**src/rtl/icache_axi_read_bridge.sv**
```systemverilog
// Refill bridge below the icache: turns one line request into one AXI4 INCR read burst
// and packs the returned beats into a full cache line.
module icache_axi_read_bridge #(
    parameter int unsigned PACKED_DATA_SIZE = 256,
    parameter int unsigned AXI_DATA_W       = 32,
    parameter int unsigned BEATS            = PACKED_DATA_SIZE / AXI_DATA_W,
    parameter logic [3:0]  AXI_ID           = 4'd0
) (
    input  logic                        clk,
    input  logic                        reset,
    input  logic                        icache_mem_read_request,
    input  logic [31:0]                 icache_mem_read_addr,
    input  logic                        read_data_from_mem_ok,
    output logic                        mem_ready_to_read,
    output logic                        mem_read_addr_ok,
    output logic                        mem_return_en,
    output logic [PACKED_DATA_SIZE-1:0] mem_return_data,
    output logic                        mem_return_err,
    output logic [3:0]                  arid,
    output logic [31:0]                 araddr,
    output logic [7:0]                  arlen,
    output logic [2:0]                  arsize,
    output logic [1:0]                  arburst,
    output logic                        arvalid,
    input  logic                        arready,
    input  logic [AXI_DATA_W-1:0]       rdata,
    input  logic [1:0]                  rresp,
    input  logic                        rlast,
    input  logic                        rvalid,
    output logic                        rready
);

    localparam int unsigned CntW     = (BEATS > 1) ? $clog2(BEATS) : 1;
    localparam int unsigned LineMask = PACKED_DATA_SIZE / 8 - 1;

    typedef enum logic [1:0] {StIdle, StAr, StRd, StRet} state_e;

    state_e                      state_q, state_d;
    logic [31:0]                 line_addr_q, line_addr_d;
    logic [PACKED_DATA_SIZE-1:0] data_q, data_d;
    logic [CntW-1:0]             cnt_q, cnt_d;
    logic                        err_q, err_d;
    logic                        addr_ok_q, addr_ok_d;
    logic                        last_cnt;

    assign last_cnt         = (cnt_q == CntW'(BEATS - 1));
    assign mem_return_data  = data_q;
    assign mem_read_addr_ok = addr_ok_q;

    always_comb begin
        state_d           = state_q;
        line_addr_d       = line_addr_q;
        data_d            = data_q;
        cnt_d             = cnt_q;
        err_d             = err_q;
        addr_ok_d         = 1'b0;
        mem_ready_to_read = 1'b0;
        mem_return_en     = 1'b0;
        mem_return_err    = 1'b0;
        arid              = 4'd0;
        araddr            = 32'd0;
        arlen             = 8'd0;
        arsize            = 3'd0;
        arburst           = 2'd0;
        arvalid           = 1'b0;
        rready            = 1'b0;

        unique case (state_q)
            StIdle: begin
                mem_ready_to_read = 1'b1;
                if (icache_mem_read_request) begin
                    line_addr_d = icache_mem_read_addr & ~32'(LineMask);
                    addr_ok_d   = 1'b1;
                    data_d      = '0;
                    cnt_d       = '0;
                    err_d       = 1'b0;
                    state_d     = StAr;
                end
            end
            StAr: begin
                arvalid = 1'b1;
                arid    = AXI_ID;
                araddr  = line_addr_q;
                arlen   = 8'(BEATS - 1);
                arsize  = 3'($clog2(AXI_DATA_W / 8));
                arburst = 2'b01;
                if (arready) begin
                    state_d = StRd;
                end
            end
            StRd: begin
                rready = 1'b1;
                if (rvalid) begin
                    data_d[int'(cnt_q)*AXI_DATA_W +: AXI_DATA_W] = rdata;
                    cnt_d = cnt_q + CntW'(1);
                    if (rresp != 2'b00) begin
                        err_d = 1'b1;
                    end
                    // rlast disagreeing with the beat count (early or missing) is a burst error
                    if (rlast || last_cnt) begin
                        state_d = StRet;
                        if (rlast != last_cnt) begin
                            err_d = 1'b1;
                        end
                    end
                end
            end
            StRet: begin
                mem_return_en  = 1'b1;
                mem_return_err = err_q;
                if (read_data_from_mem_ok) begin
                    state_d = StIdle;
                end
            end
            default: state_d = StIdle;
        endcase
    end

    always_ff @(posedge clk) begin
        if (reset) begin
            state_q     <= StIdle;
            line_addr_q <= 32'd0;
            data_q      <= '0;
            cnt_q       <= '0;
            err_q       <= 1'b0;
            addr_ok_q   <= 1'b0;
        end else begin
            state_q     <= state_d;
            line_addr_q <= line_addr_d;
            data_q      <= data_d;
            cnt_q       <= cnt_d;
            err_q       <= err_d;
            addr_ok_q   <= addr_ok_d;
        end
    end

endmodule

```
**config.mk**
```make
export PLATFORM = sky130hd
export DESIGN_NAME = icache_axi_read_bridge
export DESIGN_NICKNAME = d
export VERILOG_FILES = /design/src/rtl/icache_axi_read_bridge.sv
export SDC_FILE = /design/constraint.sdc
export NUM_CORES = 1
export LEC_CHECK = 0
export BUFFER_PORTS_ARGS = -buffer_cell sky130_fd_sc_hd__buf_2
export CAP_MARGIN = 20
export CORE_ASPECT_RATIO = 0.8
export CORE_UTILIZATION = 35
export CTS_BUF_LIST = sky130_fd_sc_hd__clkbuf_16
export CTS_CLUSTER_DIAMETER = 60
export DETAILED_ROUTE_END_ITERATION = 6
export GPL_TIMING_DRIVEN = 1
export PLACE_DENSITY_LB_ADDON = 0.2
export REMOVE_ABC_BUFFERS = 1
export SLEW_MARGIN = 5
export SYNTH_ARGS = -nofsm -noshare
export SYNTH_HDL_FRONTEND = slang
export SYNTH_SLANG_ARGS = --single-unit
```
**constraint.sdc**
```tcl
create_clock -name clk -period 3.2 [get_ports clk]
set_input_delay 0.32 -clock clk [delete_from_list [all_inputs] [get_ports clk]]
set_output_delay 0.32 -clock clk [all_outputs]
set_load 0.02 [all_outputs]
```
-- Word level (Yosys, flattened, before mapping)
Cells that the tools add are included.
- output and inout bits: 311
- ROM bits: 0
- input bits: 73
- memories: 0
- RAM bits: 0
- logic and storage cells: 58
- flip-flop bits (word level): 290
- bits in latches: 0
- divide/modulo/power cells: 0
- multiply operators: 0
- equality and inequality tests: 10
- add/subtract/negate cells: 2
- shift operators: 2
- magnitude comparators: 0
- muxes and demuxes: 29
- reductions and logical operators: 8
- bitwise operators: 1
- operator list (operator ; number):
    two-way mux 256 bit ; 2
    case mux 256 bit (2 select lines) ; 1
    bitwise mux 256 bit ; 1
    variable shift 32 x 34 -> 256 bit (first input constant) ; 1
    indexed part select 32 x 34 -> 256 bit ; 1
    negator 8 -> 34 bit ; 1
    two-way mux 32 bit ; 1
    two-way mux 1 bit ; 12
    two-way mux 2 bit ; 6
    inequality test 2 bit (second input constant) ; 5
    two-way mux 3 bit ; 3
    case mux 2 bit (4 select lines) ; 1
    case mux 3 bit (2 select lines) ; 1
    AND reduction 5 bit ; 1
    == test 2 bit (second input constant) ; 2
    nonzero test 2 bit ; 2
    adder 3 x 1 -> 3 bit (second input constant) ; 1
    == test 3 bit (second input constant) ; 1
    AND reduction 3 bit ; 1
    == test 2 x 1 -> 1 bit (second input constant) ; 1
    logical NOT 2 bit ; 1
    case mux 1 bit (2 select lines) ; 1
    AND reduction 2 bit ; 1
    OR reduction 2 bit ; 1
    other kinds (3) ; 3

-- Longest topological paths before layout
- word-level depth: 6
- gate-level depth with buffers: 11
- depth with buffers taken out: 8

-- Least setup slack after synthesis
OpenSTA, ideal clock, no wires.
- kind: reg-to-reg
- from: register cnt_q[0]
- to: register data_q[148] (netlist: mem_return_data[148])
- data arrival time: 2.254 ns
- period minus slack after synthesis: 2.355 ns
- cell stages (with the launch flop): 11
- setup slack: 0.845 ns
- setup time: 0.101 ns
- data required time: 3.099 ns
- path buffers: 3
- cell sequence: dfxtp_1 -> buf_2 -> inv_1 -> ha_1 -> ha_1 -> o31a_1 -> and4_4 -> buf_6 -> nand2_1 -> buf_2 -> o41ai_1
- longest elaborated chain between the ends: 5
- elaborated cells on any way between the ends: 6
- those cells by class: add/sub: 1; shift: 2; mux: 3
- ends and longest elaborated chain (what ; line ; source):
    from (decl) ; 41 ; logic [CntW-1:0] cnt_q, cnt_d;
    from (signal assigned) ; 131 ; cnt_q <= cnt_d;
    negator 8 -> 34 bit * ; 94 ; data_d[int'(cnt_q)*AXI_DATA_W +: AXI_DATA_W] = rdata;
    indexed part select 32 x 34 -> 256 bit / variable shift 32 x 34 -> 256 bit (equally long branches) ; 94 ;
    bitwise mux 256 bit * ; 94 ;
    two-way mux 256 bit * ; 93 ; if (rvalid) begin
    case mux 256 bit (2 select lines) * ; 68 ; unique case (state_q)
    to (signal assigned) ; 130 ; data_q <= data_d;
    to (decl) ; 40 ; logic [PACKED_DATA_SIZE-1:0] data_q, data_d;
Every way passes the cells marked *; elsewhere a longest branch is shown, timed or not. The select of a mux whose other input is x is not followed.
A chain may end at the register's enable or synchronous reset.

-- Final worst setup path
- from: register cnt_q[0]
- to: register data_q[126] (netlist: mem_return_data[126])
The elaborated chain is that of the path after synthesis.

==> results.tsv <==
stage	metric	value	unit
sta	skew	21.1	ps
logic_synthesis	synth.yosys.seq_area_share	0.496	
cts	tritoncts	built	
worst_setup_path	cpMaxStageDelayCell	a21oi_2	
floorplanning	die_w	207	um
drt	ant_nets	0	
drt	drt_first_pass_iters	7	
floorplanning	start_util	0.358	
worst_setup_path	critPathKind	flip-flop to flip-flop	
final_layout	final_core_util	0.456	
floorplanning	die_h	166	um
sta	rsz0062_at_grt	false	
place	portBuffers	361	
drt	route.detailed.drc	24	
final_layout	antenna_cells	0	
logic_synthesis	syn_avg_cell_area	9.46	um^2
worst_setup_path	cp_max_fo	20	
pwr	p_leak	7.10	nW
worst_setup_path	cp.arrival	3280	ps
grt	grt_pass1_vias	9692	
worst_setup_path	cpMostUsedCell	ha_1	
sta	layout_min_cycle_time	2830	ps
drt	num_vias	10100	
cts	cts.repair.resized	0	
logic_synthesis	synth_cell_type_count	50	
logic_synthesis	ys_ff_latch	290	
pwr	p_per_area	648	nW/um^2
job	maxCapViolCount	0	
grt	grt_usage	0.230	
grt	grt_pass1_wl	60.1	mm
final_layout	multi_input_area	5310	um^2
worst_setup_path	crit_chain	inv_1 > ha_1 > ha_1 > o31a_1 > and4_4 > a21oi_2 > a22o_1	
final_layout	seq_area	5810	um^2
cts	cts_buffers	34	
sta	hold_viol_final	0	
logic_synthesis	synth_warnings	0	
final_layout	instances_no_fill	2016	
worst_setup_path	required	3650	ps
final_layout	drive_gt1_frac	0.291	
drt	wl_per_cell	20.0	um
floorplanning	core	32700	um^2
cts	insertion_delay	510	ps
worst_setup_path	startpoint_type	flip-flop	
cts	ctsHoldBuffers	0	
worst_setup_path	cp_num_buf_inv	1	
cts	cts_sinks	290	
cts	clk_pin_slew	60	ps
grt	grt_max_degree	85	
final_layout	final_common_cell	buf_2	
place	placed_cells	1955	
status	violations	DRC	
logic_synthesis	synth_area	11700	um^2
drt	drt-total-wl	40.3	mm
logic_synthesis	syn_inst	1239	
worst_setup_path	path_delay_family	compound AO/OA/AOI/OAI gates	
floorplanning	ioPinCount	384	
final_layout	fillers	3214	
cts	cts_setup_buffers	0	
sta	max_clock_freq	354	MHz
final_layout	final_cell_mix	360 x buf_2, 290 x dfxtp_1, 247 x nand2_1, 127 x mux2i_1, 77 x nand2b_1	
worst_setup_path	endpoint_kind	flip-flop	
grt	antenna_found_initial	1	
final_layout	layout.nets	1649	
sta	min_period_over_period	0.884	
final_layout	area_delta_synth_final	27.3	%
drt	dr.first_iter.drc_count	482	
sta	max_slew_margin	0.314	
place	globalplace.congestion	0.798	
grt	grt_overflow	0	
floorplanning	std_cell_rows	59	
sta	setup_violations	0	
cts	htree_levels	2	
status	status	finished, violations left	
worst_setup_path	max_stage_delay	800	ps
cts	cts-root-buf	clkbuf_16	
floorplanning	dieArea	34200	um^2
sta	drv_slew	0	
sta	tightest_slew	1030	ps
hold_path	hold_class	input port to flip-flop	
cts	cts_buffer_depth	3	
drt	vias_per_cell	5.00	
pwr	ir_worst_vdd	0.000404	V
place	dp_hpwl	27.3	mm
==> final timing paths <==
kind	endpoint	from	slack, ps	cells past startpoint
setup / recovery	mem_return_data[126]$_SDFFE_PP0P_	cnt_q[0]$_SDFFE_PP0P_	370	7
hold / removal	line_addr_q[10]$_SDFFE_PP0P_	icache_mem_read_addr[10]	40	3
setup reg to reg	mem_return_data[126]$_SDFFE_PP0P_	cnt_q[0]$_SDFFE_PP0P_	370	7
hold reg to reg	line_addr_q[18]$_SDFFE_PP0P_	line_addr_q[18]$_SDFFE_PP0P_	450	2
==> worst min-delay path, delay by kind of cell <==
kind / cells / cell delay (ps)
AO/OA/AOI/OAI: 1 / 50
buffers and inverters: 1 / 100
AND/OR/NAND/NOR: 1 / 40
==> layer usage <==
layer,vias up,track usage,part of all wire
met2,360,0.364,0.45
li1,4891,-,-
met1,4778,0.312,0.45
met5,-,0,0.00032
met3,48,0.0565,0.083
met4,2,0.0579,0.019
==> area by class of cell <==
cell class / count / area share
sequential: 290 / 0.389
multi-input combinational: 812 / 0.356
timing repair buffer: 395 / 0.142
clock buffer: 35 / 0.0587
tap: 427 / 0.0358
clock inverter: 26 / 0.0107
inverter: 31 / 0.00780
==> where the power goes <==
group,total (mW),switching [mW],internal (mW),leakage (nW)
Clock,3.62,1.54,2.07,0.539
Sequential,3.81,0.0684,3.74,2.34
Combinational,2.23,1.55,0.680,4.22
==> metrics by stage <==
stage,power [mW],hold WS (ps),worst slack (ps),setup TNS (ps),cell area [um^2]
after floorplan,5.24,389,-1980,-235800,11200
after global placement,6.12,438,449,0,13900
after detailed placement,6.13,442,389,0,13900
after CTS,9.76,18.5,371,0,14900
after global routing,10.1,20.4,149,0,14900
final,9.66,39.7,372,0,14900
==> Yosys cell counts, drive strengths merged <==
cell type / count / area [um^2]
nand2: 249 / 937
nor3b: 1 / 7.51
conb: 1 / 3.75
o21ai: 11 / 55.1
a31o: 2 / 17.5
or3: 1 / 6.26
mux2i: 127 / 1270
o41ai: 6 / 52.6
buf: 61 / 395
o221a: 1 / 11.3
inv: 31 / 116
o21a: 1 / 7.51
a21o: 2 / 15.0
and2: 30 / 188
o2bb2ai: 25 / 219
o31ai: 24 / 180
nor3: 6 / 41.3
and4: 4 / 37.5
or2: 2 / 12.5
a22oi: 1 / 7.51
a311oi: 1 / 8.76
clkbuf: 61 / 230
nor2: 17 / 66.3
o32ai: 13 / 114
nand3: 12 / 60.1
nor2b: 29 / 181
a31oi: 3 / 31.3
nor4: 3 / 18.8
and3: 4 / 25.0
o31a: 1 / 8.76
dfxtp: 290 / 5810
a21oi: 33 / 176
a22o: 50 / 438
and3b: 1 / 8.76
o211ai: 30 / 225
nand2b: 77 / 482
a222oi: 1 / 10.0
nand4: 15 / 93.8
ha: 12 / 150
==> logic make-up after synthesis <==
kind of cell	count (synthesis)	synth area share
adders and majority gates	12	0.0128
other	1	0.000320
muxes	127	0.109
AOI/OAI and AO/OA	205	0.135
buffers and inverters	153	0.0633
DFF	290	0.496
and+or+nand+nor	451	0.185
==> sequential cells by signal, indices dropped and copies added (netlist names) <==
register and count:
cnt_q 3, line_addr_q 27, mem_read_addr_ok 1, state_q 2, mem_return_data 256, err_q 1
No activity file was read; power rests on OpenSTA's default activity.
